--- src/rtl/ddr_types_pkg.sv ---
// Shared DDR front-end types: request payload and QoS arbiter types.
// Contents: ddr_req_t payload struct, QoS class/weight typedefs, arbiter state enum.
package ddr_types_pkg;

  localparam int unsigned DDR_ADDR_W = 32;
  localparam int unsigned DDR_LEN_W  = 4;
  localparam int unsigned DDR_ID_W   = 4;

  typedef struct packed {
    logic [DDR_ADDR_W-1:0] addr;
    logic                  write;
    logic [DDR_LEN_W-1:0]  len;
    logic [DDR_ID_W-1:0]   id;
  } ddr_req_t;

  localparam int unsigned QOS_NUM_CLASSES_MAX = 8;
  localparam int unsigned QOS_WEIGHT_W        = 4;

  typedef logic [$clog2(QOS_NUM_CLASSES_MAX)-1:0] qos_class_t;
  typedef logic [QOS_WEIGHT_W-1:0]                qos_weight_t;

  typedef enum logic {
    QOS_IDLE,
    QOS_BURST
  } qos_arb_state_e;

endpackage

--- src/rtl/ddr_rr_pick.sv ---
// Rotating find-first-set: searches mask starting at index start, wrapping
// around, and returns the first set position.
// Ports: mask (N-bit candidates), start (first index examined),
//        found (any bit set), idx (winning index, 0 when none).
module ddr_rr_pick #(
  parameter int unsigned N  = 4,
  parameter int unsigned IW = $clog2(N)
) (
  input  logic [N-1:0]  mask,
  input  logic [IW-1:0] start,
  output logic          found,
  output logic [IW-1:0] idx
);

  logic [IW:0] pos;

  // Walk the rotation backwards so the candidate closest to start wins last.
  always_comb begin
    found = |mask;
    idx   = '0;
    pos   = '0;
    for (int i = N - 1; i >= 0; i--) begin
      pos = {1'b0, start} + (IW+1)'(i);
      if (pos >= (IW+1)'(N)) begin
        pos = pos - (IW+1)'(N);
      end
      if (mask[pos[IW-1:0]]) begin
        idx = pos[IW-1:0];
      end
    end
  end

endmodule

--- src/rtl/ddr_qos_wrr_arbiter.sv ---
// Weighted round-robin QoS arbiter with anti-starvation aging. Each class may
// take up to weight[c] back-to-back grants per turn; a class whose wait age
// reaches age_limit is promoted ahead of WRR order.
// Ports: clk, rst_n; req_valid/req_ready/req per-class request side
//        (req_ready combinational, one-hot or zero); weight per-class burst
//        weights (0 acts as 1); age_limit starvation threshold (0 = off);
//        out_valid/out_ready/out_req/out_class registered downstream side;
//        starve per-class starvation flags.
module ddr_qos_wrr_arbiter
  import ddr_types_pkg::*;
#(
  parameter int unsigned NUM_CLASSES = 4,
  parameter int unsigned WEIGHT_W    = QOS_WEIGHT_W,
  parameter int unsigned AGE_W       = 8
) (
  input  logic                                   clk,
  input  logic                                   rst_n,
  input  logic [NUM_CLASSES-1:0]                 req_valid,
  output logic [NUM_CLASSES-1:0]                 req_ready,
  input  ddr_req_t [NUM_CLASSES-1:0]             req,
  input  logic [NUM_CLASSES-1:0][WEIGHT_W-1:0]   weight,
  input  logic [AGE_W-1:0]                       age_limit,
  output logic                                   out_valid,
  input  logic                                   out_ready,
  output ddr_req_t                               out_req,
  output logic [$clog2(NUM_CLASSES)-1:0]         out_class,
  output logic [NUM_CLASSES-1:0]                 starve
);

  localparam int unsigned CW = $clog2(NUM_CLASSES);

  qos_arb_state_e        state_q, state_d;
  logic [CW-1:0]         cur_q, cur_d;
  logic [WEIGHT_W-1:0]   budget_q, budget_d;
  logic [CW-1:0]         start_idx;
  logic [CW-1:0]         win;
  logic                  grant;
  logic                  load_en;

  logic [NUM_CLASSES-1:0] aged_mask;
  logic                   aged_found;
  logic [CW-1:0]          aged_idx;
  logic                   valid_found;
  logic [CW-1:0]          valid_idx;

  logic [AGE_W-1:0] age_cnt [NUM_CLASSES];

  // Remaining grants after the first one of a turn; weight 0 behaves as 1.
  function automatic logic [WEIGHT_W-1:0] reload_budget(input logic [WEIGHT_W-1:0] w);
    return (w == '0) ? '0 : w - WEIGHT_W'(1);
  endfunction

  // The output register may only be (re)loaded when empty or draining.
  assign load_en   = !out_valid || out_ready;
  assign start_idx = (cur_q == CW'(NUM_CLASSES - 1)) ? '0 : cur_q + CW'(1);
  assign aged_mask = starve & req_valid;

  ddr_rr_pick #(.N(NUM_CLASSES), .IW(CW)) u_pick_aged (
    .mask  (aged_mask),
    .start (start_idx),
    .found (aged_found),
    .idx   (aged_idx)
  );

  // Starting at cur_q+1 makes cur_q itself the last candidate of a new turn.
  ddr_rr_pick #(.N(NUM_CLASSES), .IW(CW)) u_pick_valid (
    .mask  (req_valid),
    .start (start_idx),
    .found (valid_found),
    .idx   (valid_idx)
  );

  // Arbitration state register.
  always_ff @(posedge clk or negedge rst_n) begin
    if (!rst_n) begin
      state_q  <= QOS_IDLE;
      cur_q    <= CW'(NUM_CLASSES - 1);
      budget_q <= '0;
    end else begin
      state_q  <= state_d;
      cur_q    <= cur_d;
      budget_q <= budget_d;
    end
  end

  // Winner selection: aged first, then burst continuation, then a new turn.
  always_comb begin
    state_d  = state_q;
    cur_d    = cur_q;
    budget_d = budget_q;
    grant    = 1'b0;
    win      = cur_q;
    if (load_en) begin
      if (aged_found) begin
        grant    = 1'b1;
        win      = aged_idx;
        budget_d = reload_budget(weight[aged_idx]);
      end else if (state_q == QOS_BURST && budget_q != '0 && req_valid[cur_q]) begin
        grant    = 1'b1;
        win      = cur_q;
        budget_d = budget_q - WEIGHT_W'(1);
      end else if (valid_found) begin
        // Also covers abandoning a burst whose class dropped its request.
        grant    = 1'b1;
        win      = valid_idx;
        budget_d = reload_budget(weight[valid_idx]);
      end else begin
        budget_d = '0;
      end
      if (grant) begin
        cur_d = win;
      end
      state_d = (budget_d != '0) ? QOS_BURST : QOS_IDLE;
    end
  end

  // Same-cycle accept toward the winning class.
  always_comb begin
    req_ready = '0;
    for (int c = 0; c < NUM_CLASSES; c++) begin
      req_ready[c] = grant && (win == CW'(c));
    end
  end

  // Output register; holds while the downstream stalls.
  always_ff @(posedge clk or negedge rst_n) begin
    if (!rst_n) begin
      out_valid <= 1'b0;
      out_req   <= '0;
      out_class <= '0;
    end else if (load_en) begin
      out_valid <= grant;
      if (grant) begin
        out_req   <= req[win];
        out_class <= win;
      end
    end
  end

  // Per-class wait age: counts cycles spent valid but not accepted.
  for (genvar c = 0; c < NUM_CLASSES; c++) begin : g_age
    always_ff @(posedge clk or negedge rst_n) begin
      if (!rst_n) begin
        age_cnt[c] <= '0;
      end else if (req_valid[c] && !req_ready[c]) begin
        if (age_cnt[c] != '1) begin
          age_cnt[c] <= age_cnt[c] + AGE_W'(1);
        end
      end else begin
        age_cnt[c] <= '0;
      end
    end

    assign starve[c] = (age_limit != '0) && (age_cnt[c] >= age_limit);
  end

endmodule

--- config.mk ---
export PLATFORM = sky130hd
export DESIGN_NAME = ddr_qos_wrr_arbiter
export DESIGN_NICKNAME = d
export VERILOG_FILES = /design/src/rtl/ddr_types_pkg.sv /design/src/rtl/ddr_rr_pick.sv /design/src/rtl/ddr_qos_wrr_arbiter.sv
export SDC_FILE = /design/constraint.sdc
export NUM_CORES = 1
export LEC_CHECK = 0
export CORE_MARGIN = 1
export CORE_UTILIZATION = 49
export CTS_CLUSTER_SIZE = 20
export DETAILED_ROUTE_END_ITERATION = 10
export GPL_TIMING_DRIVEN = 1
export PLACE_DENSITY = 0.95
export SLEW_MARGIN = 0
export SYNTH_ARGS = -nofsm -noshare
export SYNTH_HDL_FRONTEND = slang
export SYNTH_SLANG_ARGS = --single-unit
--- constraint.sdc ---
create_clock -name clk -period 18.2 [get_ports clk]
set_clock_uncertainty 0.1 [all_clocks]
set_input_delay 5.46 -clock clk [delete_from_list [all_inputs] [get_ports clk]]
set_output_delay 5.46 -clock clk [all_outputs]
set_load 0.01 [all_outputs]
==> summary.txt, run 1 <==
status = finished, final reports clean
Fin Setup TNS = 0 ps
crit-path cells = clkdlybuf4s50_1 -> inv_1 -> ha_1 -> and3_1 -> o21ai_0 -> o21ai_0 -> a41o_1 -> o21bai_1 -> o22a_1 -> a21o_1 -> buf_4 -> and2_2 -> inv_4 -> nor3_1 -> clkdlybuf4s50_1
detailed placement HPWL = 16.20 mm
DRC Markers = 0
CP max stage delay = 840 ps
Final min period = 16680 ps
drt first pass iters = 6
FF+latch count, synth = 83
top-count cell post-synth = nand2_1
Synth Flop Type = dfrtp_1
# IOs = 247
final hold viol count = 0
share of cells above drive strength 1 = 0.08612
grt total ovfl = 0
Synth cell types = 66
# nets final = 1217
MaxCap Viol Count = 0
Peak supply drop = 0.08893 mV
Starting Density = 0.5087
Tot Pwr = 1.147 mW
Crit. End Element = primary output
startpoint class of the critical path = input port
leakage power = 4.008 nW
RSZ-0062 raised after global routing = false
final setup fails = 0
DRT iter0 DRCs = 500
Avg Synthesized Cell Area = 8.494 µm²
fin crit share = 0.9162
chip height = 117.4 µm
ranking of synthesized cells by area = dfrtp_1 (31%), mux2_2 (7.8%), ha_1 (7.7%)
first-pass GRT wire length = 34.35 mm
worst slew pin tran = 1058 ps
# hold bufs at CTS = 0
CP Class = input port to primary output
Die X-Extent = 117.4 µm
f_max = 59.97 MHz
vias in the first global route = 6884
PortBufs = 246
Commonest cells post-synth = nand2_1 (115), dfrtp_1 (81), and3_1 (57)
yosys synthesis warning count = 0
post-synthesis sequential area ratio = 0.3188
Req. time, crit path = 12640 ps
CORE AREA = 0.01282 mm²
number of synthesized flops with an enable pin = 0
Antenna Violating Nets Remaining = 0
clock slew at reported path FFs = 60 ps
H-tree levels = 3
CTS tree = done
Syn Std Cell Area = 0.006524 mm²
worst hold path type = flop to flop
CP bufs+invs = 5
post-CTS setup buffer count = 0
area share of the largest cell type after synthesis = 0.3107
final wirelength = 21.74 mm
max-slew violations = 0
Avg WL per Cell = 18.74 µm
CTS Buffer Depth = 2
vias = 6994
cell at the slowest stage of the critical path = and2_2
die area = 0.01378 mm²
latest clock arrival within the worst-skew pair = 330 ps
gr usage total = 0.3133
Max transition margin = 0.2947
Max FO, Critical Path = 85
Num CTS Buffers = 9
CTS sink cnt = 83
largest net degree at the start of global routing = 89
Yosys top cell by area = dfrtp_1
cts repair resizes = 0
Root Buffer = clkbuf_16
Via density = 6.029
antenna violations before repair = 1
GP Congestion = 0.9689
Power per Cell Area = 123.4 mW/mm²
Gate Count Post-Synth = 768
FFs w/ async S/R, synth = 1.000
Net Count, Synth = 1003
P&R area growth vs syn = 42.54%
crit path DAT = 11120 ps
Top delay family on crit path = buffers and inverters
Rows = 41
-- final timing paths --
path | depth (start not counted) | end | slack [ps] | startpoint
worst min-delay path | 2 | out_class[1] | 390 | out_class[1]
worst min register to register | 2 | out_class[1] | 390 | out_class[1]
worst max register to register | 14 | age_cnt[14] | 12610 | age_cnt[23]
max in group asynchronous | 2 | out_req[18] | 11970 | rst_n
min in group asynchronous | 1 | age_cnt[2] | 4820 | rst_n
worst max-delay path | 15 | req_ready[2] | 1520 | age_limit[2]
-- stage by stage --
step	setup slack [ps]	hold slack [ps]	instance area, µm²	cells	utilization
2_1_floorplan	4329	372.3	6524	768	-
3_3_place_gp	1881	366.4	9017	1143	0.7031
3_5_place_dp	1658	378.5	9017	1143	0.7031
4_1_cts	1623	398.4	9296	1159	0.7249
5_1_grt	1168	417.7	9299	1160	0.7251
6_report	1525	392.0	9299	1160	0.7251
-- where the power goes --
| part | total [mW] | internal (mW) | switching (mW) | leakage, nW |
|---|---|---|---|---|
| logic | 0.675 | 0.326 | 0.349 | 2.85 |
| clock network | 0.175 | 0.0974 | 0.0778 | 0.130 |
| registers | 0.297 | 0.251 | 0.0466 | 1.02 |
-- area by class of cell --
class                           instances  area, µm²
Fill cell                             933       3526
Clock inverter                          4      32.53
Tap cell                              172      215.2
Clock buffer                           12      246.5
Inverter                               29      111.4
Timing Repair Buffer                  252       2505
Sequential cell                        83       2079
Multi-Input combinational cell        607       4106
Antenna cell                            1      2.502
-- registers in the layout, summed over array words and instances, names as in the netlist --
signal     count
cur_q          2
age_cnt       32
out_class      2
state_q        1
out_valid      1
out_req       41
budget_q       4
-- layout by cell type (no fill, tap or decap), types with 40 or more instances in the layout --
cell	n
clkdlybuf4s50_1	245
nand2_1	115
dfrtp_1	81
and3_1	57
nor2_1	51
a211oi_1	45
mux2_2	45
a31oi_1	42
ha_1	40
-- cell families after synthesis --
logic type / count (synthesis) / synth area share
multiplexers: 59 / 0.1011
AO/OA/AOI/OAI: 192 / 0.2014
XOR/XNOR: 18 / 0.02417
buffers and inverters: 78 / 0.05485
adder cells (fa/ha/maj): 40 / 0.07672
flip-flops: 83 / 0.3188
AND/OR/NAND/NOR: 298 / 0.2231
-- worst min-delay path: stages (launching register included) --
cell,delay [ps]
dfrtp_1,340
nand2_1,50
o21ai_0,60
-- per-layer routing --
metal | global-route usage | part of all wire | up-vias
met1 | 0.3498 | 0.38 | 3348
met2 | 0.5436 | 0.50 | 321
li1 | - | - | 3258
met3 | 0.08414 | 0.076 | 67
met5 | 0 | 0 | -
met4 | 0.1640 | 0.046 | 0
Power figures use the tool's default switching activity.
==> inputs of run 2 (changes only) <==
--- a/config.mk
+++ b/config.mk
@@ -5,6 +5,7 @@
 export SDC_FILE = /design/constraint.sdc
 export NUM_CORES = 1
 export LEC_CHECK = 0
+export CAP_MARGIN = 10
 export CORE_MARGIN = 1
 export CORE_UTILIZATION = 49
 export CTS_CLUSTER_SIZE = 20
==> results of run 2 <==
The final DEF is identical to that of run 1; final timing and power are the same.
==> inputs of run 3 (changes only) <==
--- a/config.mk
+++ b/config.mk
@@ -5,7 +5,6 @@
 export SDC_FILE = /design/constraint.sdc
 export NUM_CORES = 1
 export LEC_CHECK = 0
-export CAP_MARGIN = 10
 export CORE_MARGIN = 1
 export CORE_UTILIZATION = 49
 export CTS_CLUSTER_SIZE = 20
==> results of run 3 <==
The final DEF is identical to that of run 1; final timing and power are the same.
